--- config.mk ---
export PLATFORM = sky130hd
export DESIGN_NAME = fu_issue_ctrl
export DESIGN_NICKNAME = d
export VERILOG_FILES = /design/src/rtl/fu_issue_ctrl.sv
export SDC_FILE = /design/constraint.sdc
export NUM_CORES = 1
export LEC_CHECK = 0
export CAP_MARGIN = 20
export CORE_MARGIN = 3
export CORE_UTILIZATION = 25
export CTS_BUF_LIST = sky130_fd_sc_hd__clkbuf_4 sky130_fd_sc_hd__clkbuf_8 sky130_fd_sc_hd__clkbuf_16
export CTS_CLUSTER_SIZE = 14
export DETAILED_ROUTE_END_ITERATION = 6
export DONT_BUFFER_PORTS = 1
export GPL_TIMING_DRIVEN = 1
export PLACE_DENSITY = 0.44
export SETUP_SLACK_MARGIN = 0.3
export SKIP_LAST_GASP = 1
export SYNTH_ARGS = -nofsm -noshare
export SYNTH_HDL_FRONTEND = slang
export SYNTH_SLANG_ARGS = --single-unit
--- constraint.sdc ---
create_clock -name clock -period 2.44 [get_ports clock]
set_input_delay 0.122 -clock clock [delete_from_list [all_inputs] [get_ports clock]]
set_output_delay 0.122 -clock clock [all_outputs]
set_load 0.05 [all_outputs]
--- src/rtl/fu_issue_ctrl.sv ---
// Issue-stall and CDB writeback scheduler between the reservation station and the FUs.
// Load FSM: IDLE=no load | WAIT=awaiting mem_done | HOLD=result ready, needs a CDB slot | DRAIN=squashed load awaiting mem_done
module fu_issue_ctrl #(
  parameter int SS_SIZE      = 2,
  parameter int NUM_FU_TOTAL = 5,
  parameter int FU_ALU0_IDX  = 0,
  parameter int FU_ALU1_IDX  = 1,
  parameter int FU_LD_IDX    = 2,
  parameter int FU_MULT_IDX  = 3,
  parameter int FU_BR_IDX    = 4,
  parameter int MULT_LAT     = 4
) (
  input  logic                    clock,
  input  logic                    reset,
  input  logic [NUM_FU_TOTAL-1:0] issue_valid,
  input  logic                    mem_done,
  input  logic                    branch_not_taken,
  output logic [NUM_FU_TOTAL-1:0] issue_stall,
  output logic [NUM_FU_TOTAL-1:0] cdb_fu_valid,
  output logic [1:0]              ld_state
);

  typedef enum logic [1:0] {
    LD_IDLE  = 2'd0,
    LD_WAIT  = 2'd1,
    LD_HOLD  = 2'd2,
    LD_DRAIN = 2'd3
  } ld_state_e;

  localparam logic [NUM_FU_TOTAL-1:0] ONE_BIT   = NUM_FU_TOTAL'(1);
  localparam logic [NUM_FU_TOTAL-1:0] ALU0_BIT  = ONE_BIT << FU_ALU0_IDX;
  localparam logic [NUM_FU_TOTAL-1:0] ALU1_BIT  = ONE_BIT << FU_ALU1_IDX;
  localparam logic [NUM_FU_TOTAL-1:0] LD_BIT    = ONE_BIT << FU_LD_IDX;
  localparam logic [NUM_FU_TOTAL-1:0] MULT_BIT  = ONE_BIT << FU_MULT_IDX;
  localparam logic [NUM_FU_TOTAL-1:0] BR_BIT    = ONE_BIT << FU_BR_IDX;
  localparam logic [NUM_FU_TOTAL-1:0] LAT1_MASK = ALU0_BIT | ALU1_BIT | BR_BIT;

  logic [NUM_FU_TOTAL-1:0] comp_mask [0:MULT_LAT];
  logic [NUM_FU_TOTAL-1:0] comp_next [0:MULT_LAT];
  logic [NUM_FU_TOTAL-1:0] accepted;
  logic [1:0]              rr_ptr;
  ld_state_e               ld_q;
  logic [2:0]              lat1_stall;
  logic                    ld_wb;
  int                      free_slots;

  function automatic int popcnt(input logic [NUM_FU_TOTAL-1:0] v);
    int cnt;
    cnt = 0;
    for (int i = 0; i < NUM_FU_TOTAL; i++) cnt += int'(v[i]);
    return cnt;
  endfunction

  // Stalls look only at registered state so the RS never sees a loop through issue_valid.
  always_comb begin
    free_slots = SS_SIZE - popcnt(comp_mask[1]) - ((ld_q == LD_HOLD) ? 1 : 0);
    if (free_slots < 0) free_slots = 0;
    lat1_stall = '0;
    for (int g = 0; g < 3; g++) begin
      if (((g + 3 - int'(rr_ptr)) % 3) >= free_slots) lat1_stall[g] = 1'b1;
    end
    issue_stall              = '0;
    issue_stall[FU_ALU0_IDX] = lat1_stall[0];
    issue_stall[FU_ALU1_IDX] = lat1_stall[1];
    issue_stall[FU_BR_IDX]   = lat1_stall[2];
    issue_stall[FU_MULT_IDX] = (popcnt(comp_mask[MULT_LAT]) >= SS_SIZE);
    issue_stall[FU_LD_IDX]   = (ld_q != LD_IDLE);
  end

  always_comb begin
    ld_wb        = (ld_q == LD_HOLD) && (popcnt(comp_mask[0]) < SS_SIZE);
    cdb_fu_valid = comp_mask[0] | (ld_wb ? LD_BIT : '0);
  end

  assign accepted = issue_valid & ~issue_stall;
  assign ld_state = ld_q;

  always_comb begin
    for (int k = 0; k < MULT_LAT; k++) comp_next[k] = comp_mask[k+1];
    comp_next[MULT_LAT]   = '0;
    comp_next[0]          = comp_next[0] | (accepted & LAT1_MASK);
    comp_next[MULT_LAT-1] = comp_next[MULT_LAT-1] | (accepted & MULT_BIT);
  end

  always_ff @(posedge clock) begin
    if (reset) begin
      for (int k = 0; k <= MULT_LAT; k++) comp_mask[k] <= '0;
      rr_ptr <= 2'd0;
      ld_q   <= LD_IDLE;
    end else if (branch_not_taken) begin
      // Squash drops every reservation; rr_ptr keeps its position.
      for (int k = 0; k <= MULT_LAT; k++) comp_mask[k] <= '0;
      case (ld_q)
        LD_WAIT: ld_q <= LD_DRAIN;
        LD_HOLD: ld_q <= LD_IDLE;
        default: ld_q <= ld_q;
      endcase
    end else begin
      for (int k = 0; k <= MULT_LAT; k++) comp_mask[k] <= comp_next[k];
      if (|lat1_stall) rr_ptr <= (rr_ptr == 2'd2) ? 2'd0 : rr_ptr + 2'd1;
      case (ld_q)
        LD_IDLE:  if (accepted[FU_LD_IDX]) ld_q <= LD_WAIT;
        LD_WAIT:  if (mem_done)            ld_q <= LD_HOLD;
        LD_HOLD:  if (ld_wb)               ld_q <= LD_IDLE;
        LD_DRAIN: if (mem_done)            ld_q <= LD_IDLE;
        default:                           ld_q <= LD_IDLE;
      endcase
    end
  end

endmodule

==> results of run 1 <==
through the flow:
stage	worst slack [ns]	power, W	cell area, um2	setup TNS, ns
4_1_cts	0.04576	0.001688	1246	0
2_1_floorplan	0.09311	0.001045	1021	0
6_report	0.1170	0.001765	1294	0
3_5_place_dp	-0.005656	0.001238	1085	-0.005656
3_3_place_gp	0.1089	0.001226	1085	0
5_1_grt	0.04409	0.001907	1294	0
Yosys cell counts:
cell type,n
a2111oi_2,1
a211o_1,2
a211oi_1,1
a21oi_1,4
and2_1,3
and3_1,1
and3b_1,1
buf_2,1
buf_4,6
clkbuf_1,1
conb_1,2
dfxtp_1,4
edfxtp_1,7
fa_1,1
ha_1,16
inv_1,16
nand2_1,4
nand2b_1,4
nand3b_1,1
nor2_1,6
nor2b_1,2
nor3_1,2
nor3b_1,2
nor4_1,2
o21ai_0,5
o21ai_1,1
o22ai_2,1
o2bb2ai_1,2
or2_1,1
or3_1,1
or3b_1,1
area by class of cell:
class / count / area [um2]
repair buffers: 22 / 171.4
clock buffers: 4 / 48.80
flip-flops and latches: 11 / 305.3
inverters: 16 / 65.06
well taps: 46 / 57.56
multi-input cells: 73 / 645.6
fillers: 356 / 2148
worst max path at each step:
stage	endpoint	startpoint	slack, ns
6_report	issue_stall[1]	rr_ptr[1]	0.12
5_1_grt	issue_stall[1]	rr_ptr[1]	0.04
4_1_cts	issue_stall[1]	rr_ptr[1]	0.05
3_5_place_dp	rr_ptr[0]	rr_ptr[0]	-0.006
3_3_place_gp	rr_ptr[0]	rr_ptr[1]	0.11
2_1_floorplan	rr_ptr[0]	rr_ptr[1]	0.09
worst max-delay path, cell delays in order (launching register included):
cell and delay [ns]:
dfxtp_4 0.37, inv_4 0.05, ha_4 0.23, and3b_2 0.25
inv_2 0.05, ha_4 0.20, nand3b_1 0.18, a2111oi_4 0.27
o22ai_4 0.17, buf_6 0.19
per-layer routing:
metal / vias up / GRT usage [%] / wire length (um)
li1: 379 / - / -
met1: 331 / 12.08 / 936
met2: 18 / 17.33 / 976
met3: 2 / 4.047 / 166
met4: 0 / 2.278 / 11
met5: - / 0 / 0
state kept, by name, indices dropped and copies added (netlist names):
signal / flops
rr_ptr: 2
ld_state: 2
comp_mask: 7
kinds of logic (layout without fill, tap and decap cells):
logic type	count (synthesis)	after routing	synth area share, %
AND/OR/NAND/NOR	31	31	18.89
flip-flops	11	11	31.31
AO/OA/AOI/OAI	17	17	12.95
buffers and inverters	24	42	12.28
other	2	8	0.8100
adder cells (fa/ha/maj)	17	17	23.75
timing repair:
action / in CTS / in global routing
endpoints found under the hold margin: 2 / 0
endpoints found under the setup margin: 4 / 6
gates resized for setup: 7 / 3
pin swaps: 3 / 3
cloned: 0 / 0
hold buffers: 1 / 0
setup buffers: 10 / 3
power by group:
part / switching (W) / leakage, nW / internal [W]
Combinational: 0.000714 / 0.437 / 0.000586
Clock: 0.0000720 / 0.0262 / 0.000126
Sequential: 0.0000303 / 0.107 / 0.000236
==> reports/results.tsv, run 1 <==
stage	metric	value	unit
global_route	largest net degree at the start of global routing	11	
critical_path	Crit path required time	2.32	ns
placement	PortBufs	0	
min_path	HP Start	branch_not_taken	
run_status	outcome	finished clean	
floorplanning	die height	66.90	um
drt	Vias/cell	4.244	
timing	max-slew violations	0	
synth	area share of the largest cell type after synthesis	22.67	%
timing	final setup violation count	0	
critical_path	kind of end point of the critical path	output pin	
placement	Routability Congestion	0.7196	
critical_path	startpoint types	flip-flop	
floorplanning	I/O pin cnt	21	
synth	synthesized flop and latch total	11	
floorplanning	initial core utilization	26.94	%
clocking	Clock Path Buffers	2	
min_path	Hold WC Path Type	in2reg	
drt	router iterations before antenna repair	2	
critical_path	reg2reg end	rr_ptr[0]	
drt	drt wl/cell	12.15	um
critical_path	r2r setup slk	0.12	ns
synth	Ys Warns	0	
drt	Remaining DRCs	0	
clocking	TritonCTS Buffers	3	
synth	synth unique cells	31	
min_path	hold endpoint	ld_state[0]	
critical_path	maximum fanout along the worst path	6	
drt	Iteration-0 DRC Markers	8	
floorplanning	chip width	66.90	um
critical_path	Worst Path Arrival	2.20	ns
min_path	worst hold stages	2	
global_route	vias in the first global route	767	
timing	Worst Clk Skew	0.004025	ns
global_route	first-pass GRT wire length	3.456	mm
timing	Tcrit/Tclk final	95.21	%
critical_path	CP Class	reg2out	
cells_and_area	antenna fix cells	0	
pwr	Peak supply drop	0.7392	mV
critical_path	reg2reg path depth	10	
synth	syn_area_per_cell	9.090	um2
timing	Tmin final	2.323	ns
synth	Post-Syn Instances	102	
cells_and_area	most common cell after layout, fill and taps aside	buf_4	
cells_and_area	Final nets	153	
clocking	CTS Sinks	11	
drt	Routed Antenna Nets	0	
floorplanning	die area	0.004475	mm2
pwr	leak pwr	0.5707	nW
global_route	initial antenna violation count	0	
synth	Cell Area, Synth	927.1	um2
pwr	Pwr Density	1364	mW/mm2
drt	final wirelength	2.090	mm
drt	DR vias	730	
global_route	global route overflow	0	
placement	placed insts	154	
cells_and_area	Finished Layout Cells	172	
cells_and_area	share of cells above drive strength 1	36.51	%
run	max cap viols	0	
timing	final hold slack	0.04842	ns
clocking	Clock Latency Late Sink	0.24	ns
global_route	GRT Util Overall	10.23	%
timing	Final Hold Fails	0	
critical_path	reg-to-reg startpoint	rr_ptr[1]	
floorplanning	# rows	21	
floorplanning	Core Box Area	0.003442	mm2
cells_and_area	most frequent cells in the layout	buf_4, ha_1, inv_1, conb_1, edfxtp_1	
clocking	clock-pin slew of the registers on the worst-case setup and hold paths	0.05	ns
synth	cell taking the most area after synthesis	edfxtp_1	
cells_and_area	Syn-to-layout area delta	39.54	%
timing	RSZ-0062 raised after global routing	yes	
clocking	CTS Root Cell	clkbuf_8	
synth	post-synthesis sequential area ratio	31.31	%
synth	Synth area leaders	edfxtp_1, ha_1, dfxtp_1	
cells_and_area	final core utilization	37.59	%
clocking	H-tree levels	1	
timing	Achievable Freq	430.5	MHz
clocking	CTS tree	built	
placement	HPWL after DPL	1.496	mm
Power figures use the tool's default switching activity.
==> run 2: changes to the inputs <==
==> constraint.sdc (replaced) <==
create_clock -name clock -period 2.44 [get_ports clock]
set_input_delay 0.122 -clock clock [delete_from_list [all_inputs] [get_ports clock]]
set_output_delay 0.122 -clock clock [all_outputs]
set_load 0.02 [all_outputs]
==> reports/results.tsv, run 2 (synthesized netlist as in run 1, its figures left out) <==
stage	metric	value	unit	change
pwr	Peak supply drop	0.3928	mV	-47%
critical_path	reg-to-reg startpoint	rr_ptr[1]		
cells_and_area	Top reg by flops	comp_mask		
placement	PortBufs	0		unchanged
critical_path	CP Class	reg2out		
critical_path	startpoint types	flip-flop		
timing	Achievable Freq	440.6	MHz	+2.4%
timing	Final Hold Fails	0		unchanged
cells_and_area	Finished Layout Cells	166		-3.5%
drt	Vias/cell	4.277		+0.78%
drt	final wirelength	1.828	mm	-13%
timing	worst setup margin	0.1706	ns	+0.05365 ns
timing	max-slew violations	0		unchanged
clocking	clock-pin slew of the registers on the worst-case setup and hold paths	0.05	ns	about the same
global_route	initial antenna violation count	0		unchanged
clocking	CTS tree	built		
cells_and_area	most common cell after layout, fill and taps aside	buf_4		
drt	DR vias	710		-2.7%
run	max cap viols	0		unchanged
drt	Iteration-0 DRC Markers	16		+8
critical_path	reg2reg path depth	10		unchanged
global_route	global route overflow	0		unchanged
placement	pre-CTS setup slack	0.09101	ns	+0.09667 ns
min_path	HP Start	reset		
floorplanning	# rows	21		unchanged
min_path	Hold WC Path Type	in2reg		
floorplanning	Core Box Area	0.003442	mm2	unchanged
cells_and_area	fill cell count	358		+0.56%
clocking	CTS Root Cell	clkbuf_8		
placement	Routability Congestion	0.7334		+1.9%
floorplanning	I/O pin cnt	21		unchanged
timing	Worst Clk Skew	0.002358	ns	-0.001667 ns
global_route	first-pass GRT wire length	2.870	mm	-17%
critical_path	r2r setup slk	0.18	ns	+0.06 ns
placement	HPWL after DPL	1.373	mm	-8.3%
drt	Remaining DRCs	0		unchanged
cells_and_area	most frequent cells in the layout	buf_4, inv_1, ha_1, conb_1, edfxtp_1		
min_path	worst hold stages	1		-1
cells_and_area	share of cells above drive strength 1	31.67	%	-4.8 points
global_route	GRT Util Overall	8.587	%	-1.6 points
critical_path	kind of end point of the critical path	output pin		
cells_and_area	number of flip-flops in the largest register	7		unchanged
pwr	leak pwr	0.5359	nW	-6.1%
clocking	CTS Sinks	11		unchanged
placement	placed insts	149		-3.2%
drt	router iterations before antenna repair	4		+2
pwr	Pwr Density	1171	mW/mm2	-14%
critical_path	Crit path required time	2.32	ns	about the same
floorplanning	chip width	66.90	um	unchanged
cells_and_area	Final nets	147		-3.9%
critical_path	maximum fanout along the worst path	5		-1
clocking	Clock Path Buffers	2		unchanged
drt	drt wl/cell	11.01	um	-9.4%
clocking	H-tree levels	1		unchanged
cells_and_area	Syn-to-layout area delta	32.25	%	
timing	final setup TNS	0	ns	unchanged
timing	Tcrit/Tclk final	93.01	%	-2.2 points
min_path	hold endpoint	comp_mask[0][3]		
clocking	TritonCTS Buffers	3		unchanged
critical_path	reg2reg end	rr_ptr[0]		
timing	Tmin final	2.269	ns	-0.05364 ns
floorplanning	die height	66.90	um	unchanged
global_route	vias in the first global route	683		-11%
floorplanning	die area	0.004475	mm2	unchanged
clocking	Clock Latency Late Sink	0.23	ns	about the same
run_status	outcome	finished clean		
timing	RSZ-0062 raised after global routing	yes		
global_route	largest net degree at the start of global routing	11		unchanged
drt	Routed Antenna Nets	0		unchanged
timing	final setup violation count	0		unchanged
critical_path	Worst Path Arrival	2.15	ns	-0.05 ns
cells_and_area	antenna fix cells	0		unchanged
floorplanning	initial core utilization	26.94	%	unchanged
[run 2: power by group]
| group | switching (W) | internal, W | total, W |
|---|---|---|---|
| registers | 0.0000350 | 0.000238 | 0.000273 |
| logic | 0.000511 | 0.000463 | 0.000974 |
| clock network | 0.0000634 | 0.000125 | 0.000189 |
| total | 0.000609 | 0.000827 | 0.00144 |
[run 2: area by class of cell]
class	instances	area, um2	share of cell area (%)
multi-input combinational	73	628.1	51.22
sequential	11	300.3	24.49
timing repair buffer	16	126.4	10.31
inverter	16	65.06	5.306
tap	46	57.56	4.694
clock buffer	4	48.80	3.980
[run 2: worst max-delay path by stage]
stage          startpoint              to  cells after the start
2_1_floorplan   rr_ptr[1]       rr_ptr[0]                     10
3_3_place_gp    rr_ptr[1]       rr_ptr[0]                     10
3_5_place_dp    rr_ptr[1]       rr_ptr[0]                     10
4_1_cts         rr_ptr[0]  issue_stall[1]                      9
5_1_grt         rr_ptr[1]  issue_stall[1]                      9
6_report        rr_ptr[1]  issue_stall[1]                      9
[run 2: what timing repair did]
action                                  CTS  global route
setup buffers                             8             4
gates resized for setup                   7             6
endpoints found under the hold margin     2             0
pin swaps                                 5             3
endpoints found under the setup margin    4             4
hold buffers                              1             0
cloned                                    0             0
[run 2: worst max-delay path, stage by stage (launching register included)]
cell	delay [ns]
dfxtp_4	0.36
inv_4	0.05
ha_4	0.23
and3b_1	0.23
inv_2	0.06
ha_4	0.20
nand3b_1	0.19
a2111oi_4	0.22
o22ai_2	0.20
buf_6	0.17
[run 2: metal layers]
| metal | vias to the layer above | GRT usage, % | part of all wire [%] |
|---|---|---|---|
| met2 | 14 | 14.11 | 49 |
| met3 | 2 | 4.553 | 6.5 |
| met1 | 327 | 9.645 | 44 |
| met4 | 0 | 2.278 | 0.38 |
| li1 | 367 | - | - |
| met5 | - | 0 | 0 |
[run 2: through the flow]
| stage | power, W | utilization (%) | area (um2) | hold slack, ns |
|---|---|---|---|---|
| finish | 0.001436 | 35.62 | 1226 | 0.07700 |
| global route | 0.001565 | 35.62 | 1226 | 0.06056 |
| CTS | 0.001313 | 33.44 | 1151 | 0.06780 |
| detailed placement | 0.0009541 | 29.37 | 1011 | 0.1945 |
| global placement | 0.0009511 | 29.37 | 1011 | 0.1924 |
| floorplan | 0.0008044 | - | 984.7 | 0.3202 |
==> run 3: changes to the inputs <==
--- a/config.mk
+++ b/config.mk
@@ -7,13 +7,13 @@
 export LEC_CHECK = 0
 export CAP_MARGIN = 20
 export CORE_MARGIN = 3
-export CORE_UTILIZATION = 25
+export CORE_UTILIZATION = 55
 export CTS_BUF_LIST = sky130_fd_sc_hd__clkbuf_4 sky130_fd_sc_hd__clkbuf_8 sky130_fd_sc_hd__clkbuf_16
 export CTS_CLUSTER_SIZE = 14
 export DETAILED_ROUTE_END_ITERATION = 6
 export DONT_BUFFER_PORTS = 1
 export GPL_TIMING_DRIVEN = 1
-export PLACE_DENSITY = 0.44
+export PLACE_DENSITY = 0.74
 export SETUP_SLACK_MARGIN = 0.3
 export SKIP_LAST_GASP = 1
 export SYNTH_ARGS = -nofsm -noshare
==> constraint.sdc (replaced) <==
create_clock -name clock -period 2.9 [get_ports clock]
set_input_delay 0.145 -clock clock [delete_from_list [all_inputs] [get_ports clock]]
set_output_delay 0.145 -clock clock [all_outputs]
set_load 0.02 [all_outputs]
==> reports/results.tsv, run 3 (synthesized netlist as in run 1, its figures left out) <==
stage	metric	value	unit	change
run	max cap viols	0		unchanged
global_route	initial antenna violation count	0		unchanged
global_route	vias in the first global route	553		-19%
critical_path	maximum fanout along the worst path	6		+1
global_route	GRT Util Overall	15.11	%	+6.5 points
critical_path	reg-to-reg startpoint	rr_ptr[0]		
critical_path	CP Class	reg2reg		
cells_and_area	antenna fix cells	0		unchanged
drt	final wirelength	1.626	mm	-11%
timing	Final Hold Fails	0		unchanged
pwr	Seq pwr share	23.1	%	+4.1 points
cells_and_area	most frequent cells in the layout	inv_1, ha_1, conb_1, edfxtp_1, nor2_1		
global_route	global route overflow	0		unchanged
critical_path	startpoint types	flip-flop		
cells_and_area	Final nets	135		-8.2%
floorplanning	# rows	14		-33%
run_status	outcome	finished clean		
placement	PortBufs	0		unchanged
drt	Routed Antenna Nets	0		unchanged
drt	Remaining DRCs	0		unchanged
pwr	sw frac	47.98	%	+5.6 points
placement	placed insts	117		-21%
pwr	Peak supply drop	0.6684	mV	+70%
timing	RSZ-0062 raised after global routing	no		
clocking	clock-pin slew of the registers on the worst-case setup and hold paths	0.08	ns	+0.03 ns
critical_path	reg2reg path depth	10		unchanged
drt	Iteration-0 DRC Markers	6		-10
clocking	CTS tree	built		
critical_path	Crit path required time	3.11	ns	+0.79 ns
drt	Vias/cell	5.427		+27%
timing	Achievable Freq	398.6	MHz	
clocking	CTS Root Cell	clkbuf_4		
timing	Tcrit/Tclk final	86.51	%	
timing	Worst Clk Skew	0.004706	ns	+0.002347 ns
pwr	Pwr Density	947.6	mW/mm2	-19%
critical_path	CP Launch Point	rr_ptr[0]		
drt	drt wl/cell	13.11	um	+19%
cells_and_area	Top reg by flops	comp_mask		
clocking	CTS Sinks	11		unchanged
cells_and_area	Syn-to-layout area delta	13.23	%	
floorplanning	Core Box Area	0.001541	mm2	-55%
critical_path	kind of end point of the critical path	flip-flop		
floorplanning	die area	0.002214	mm2	-51%
floorplanning	initial core utilization	60.15	%	+33 points
global_route	first-pass GRT wire length	2.304	mm	-20%
pwr	internal power	0.0005175	W	-37%
clocking	H-tree levels	1		unchanged
cells_and_area	number of flip-flops in the largest register	7		unchanged
floorplanning	I/O pin cnt	21		unchanged
clocking	Clock Latency Late Sink	0.27	ns	+0.04 ns
placement	HPWL after DPL	1.207	mm	-12%
critical_path	reg2reg end	rr_ptr[0]		
cells_and_area	fill cell count	128		-64%
timing	final setup violation count	0		unchanged
placement	Routability Congestion	0.8853		+21%
pwr	leak pwr	0.4600	nW	-14%
clocking	Clock Path Buffers	2		unchanged
critical_path	Worst Path Arrival	2.72	ns	+0.57 ns
timing	final setup TNS	0	ns	unchanged
pwr	power share of the clock group	11.7	%	-1.4 points
floorplanning	chip width	47.06	um	-30%
floorplanning	die height	47.06	um	-30%
min_path	Hold WC Path Type	in2reg		
cells_and_area	share of cells above drive strength 1	19.44	%	-12 points
global_route	largest net degree at the start of global routing	11		unchanged
drt	DR vias	673		-5.2%
critical_path	Setup crit end	rr_ptr[0]		
pwr	Logic pwr share	65.2	%	-2.6 points
clocking	TritonCTS Buffers	3		unchanged
critical_path	r2r setup slk	0.39	ns	+0.21 ns
timing	max-slew violations	0		unchanged
drt	router iterations before antenna repair	4		unchanged
pwr	P_sw	0.0004773	W	-22%
timing	Tmin final	2.509	ns	
cells_and_area	Finished Layout Cells	124		-25%
[run 3: changes by cell type in the layout (fill, tap and decap cells not counted), sizes merged]
cell,previous run,this run
clkinvlp,0,1
inv,16,15
buf,15,3
[run 3: per-stage QoR]
step                      setup WS (ns)  cell area (um2)  util (%)   power, W  hold slack [ns]
final                            0.3911             1050     68.10  0.0009948          0.04875
after global placement           0.2243            923.4     59.90  0.0007157           0.2191
after global routing             0.2728             1050     68.10   0.001083          0.04595
after CTS                        0.3575            987.2     64.04  0.0009083          0.04933
after floorplan                  0.3794            949.7         -  0.0006507           0.3432
after detailed placement         0.1687            923.4     59.90  0.0007342           0.2230
[run 3: final cells by class]
| cell class | instances | area [um2] | share of cell area (%) |
|---|---|---|---|
| multi-input cells | 73 | 606.8 | 57.81 |
| flip-flops and latches | 11 | 296.5 | 28.25 |
| inverters | 16 | 63.81 | 6.079 |
| repair buffers | 4 | 32.53 | 3.099 |
| clock buffers | 4 | 30.03 | 2.861 |
| well taps | 16 | 20.02 | 1.907 |
[run 3: layer usage]
metal	GRT usage, %	wire [um]	share of wire (%)	up-vias
met2	24.12	773	48	20
li1	-	-	-	344
met4	6.630	23	1.4	0
met5	0	0	0	-
met1	18.71	703	43	305
met3	4.598	126	7.7	4
[run 3: worst min path at each step]
stage          cells past startpoint                to        startpoint
6_report                           2       ld_state[0]  branch_not_taken
3_3_place_gp                       1       ld_state[1]             reset
5_1_grt                            1   comp_mask[0][3]             reset
3_5_place_dp                       1       ld_state[1]             reset
2_1_floorplan                      1  comp_mask[0][18]    issue_valid[3]
4_1_cts                            2       ld_state[0]  branch_not_taken
[run 3: timing repair]
item / CTS / global route
buffers inserted: 0 / 2
hold buffers: 1 / 0
pin swaps: 2 / 5
hold endpoints to repair: 2 / 0
gates resized for setup: 5 / 10
endpoints found under the setup margin: 4 / 3
[run 3: worst max-delay path: stages (launching register included)]
cell and delay, ns:
dfxtp_4 0.38, clkinvlp_4 0.14, ha_4 0.30, and3b_2 0.23
inv_2 0.08, ha_4 0.20, nand3b_1 0.18, a2111oi_4 0.34
o22ai_4 0.20, nor4_2 0.27, a211o_1 0.13
[run 3: power by group through the flow]
stage / clock network [W] / registers (W) / logic (W)
final: 0.000117 / 0.000230 / 0.000648
after global routing: 0.000126 / 0.000233 / 0.000723
after CTS: 0.000119 / 0.000224 / 0.000565
after detailed placement: 0 / 0.000225 / 0.000509
after global placement: 0 / 0.000222 / 0.000493
after floorplan: 0 / 0.000213 / 0.000437
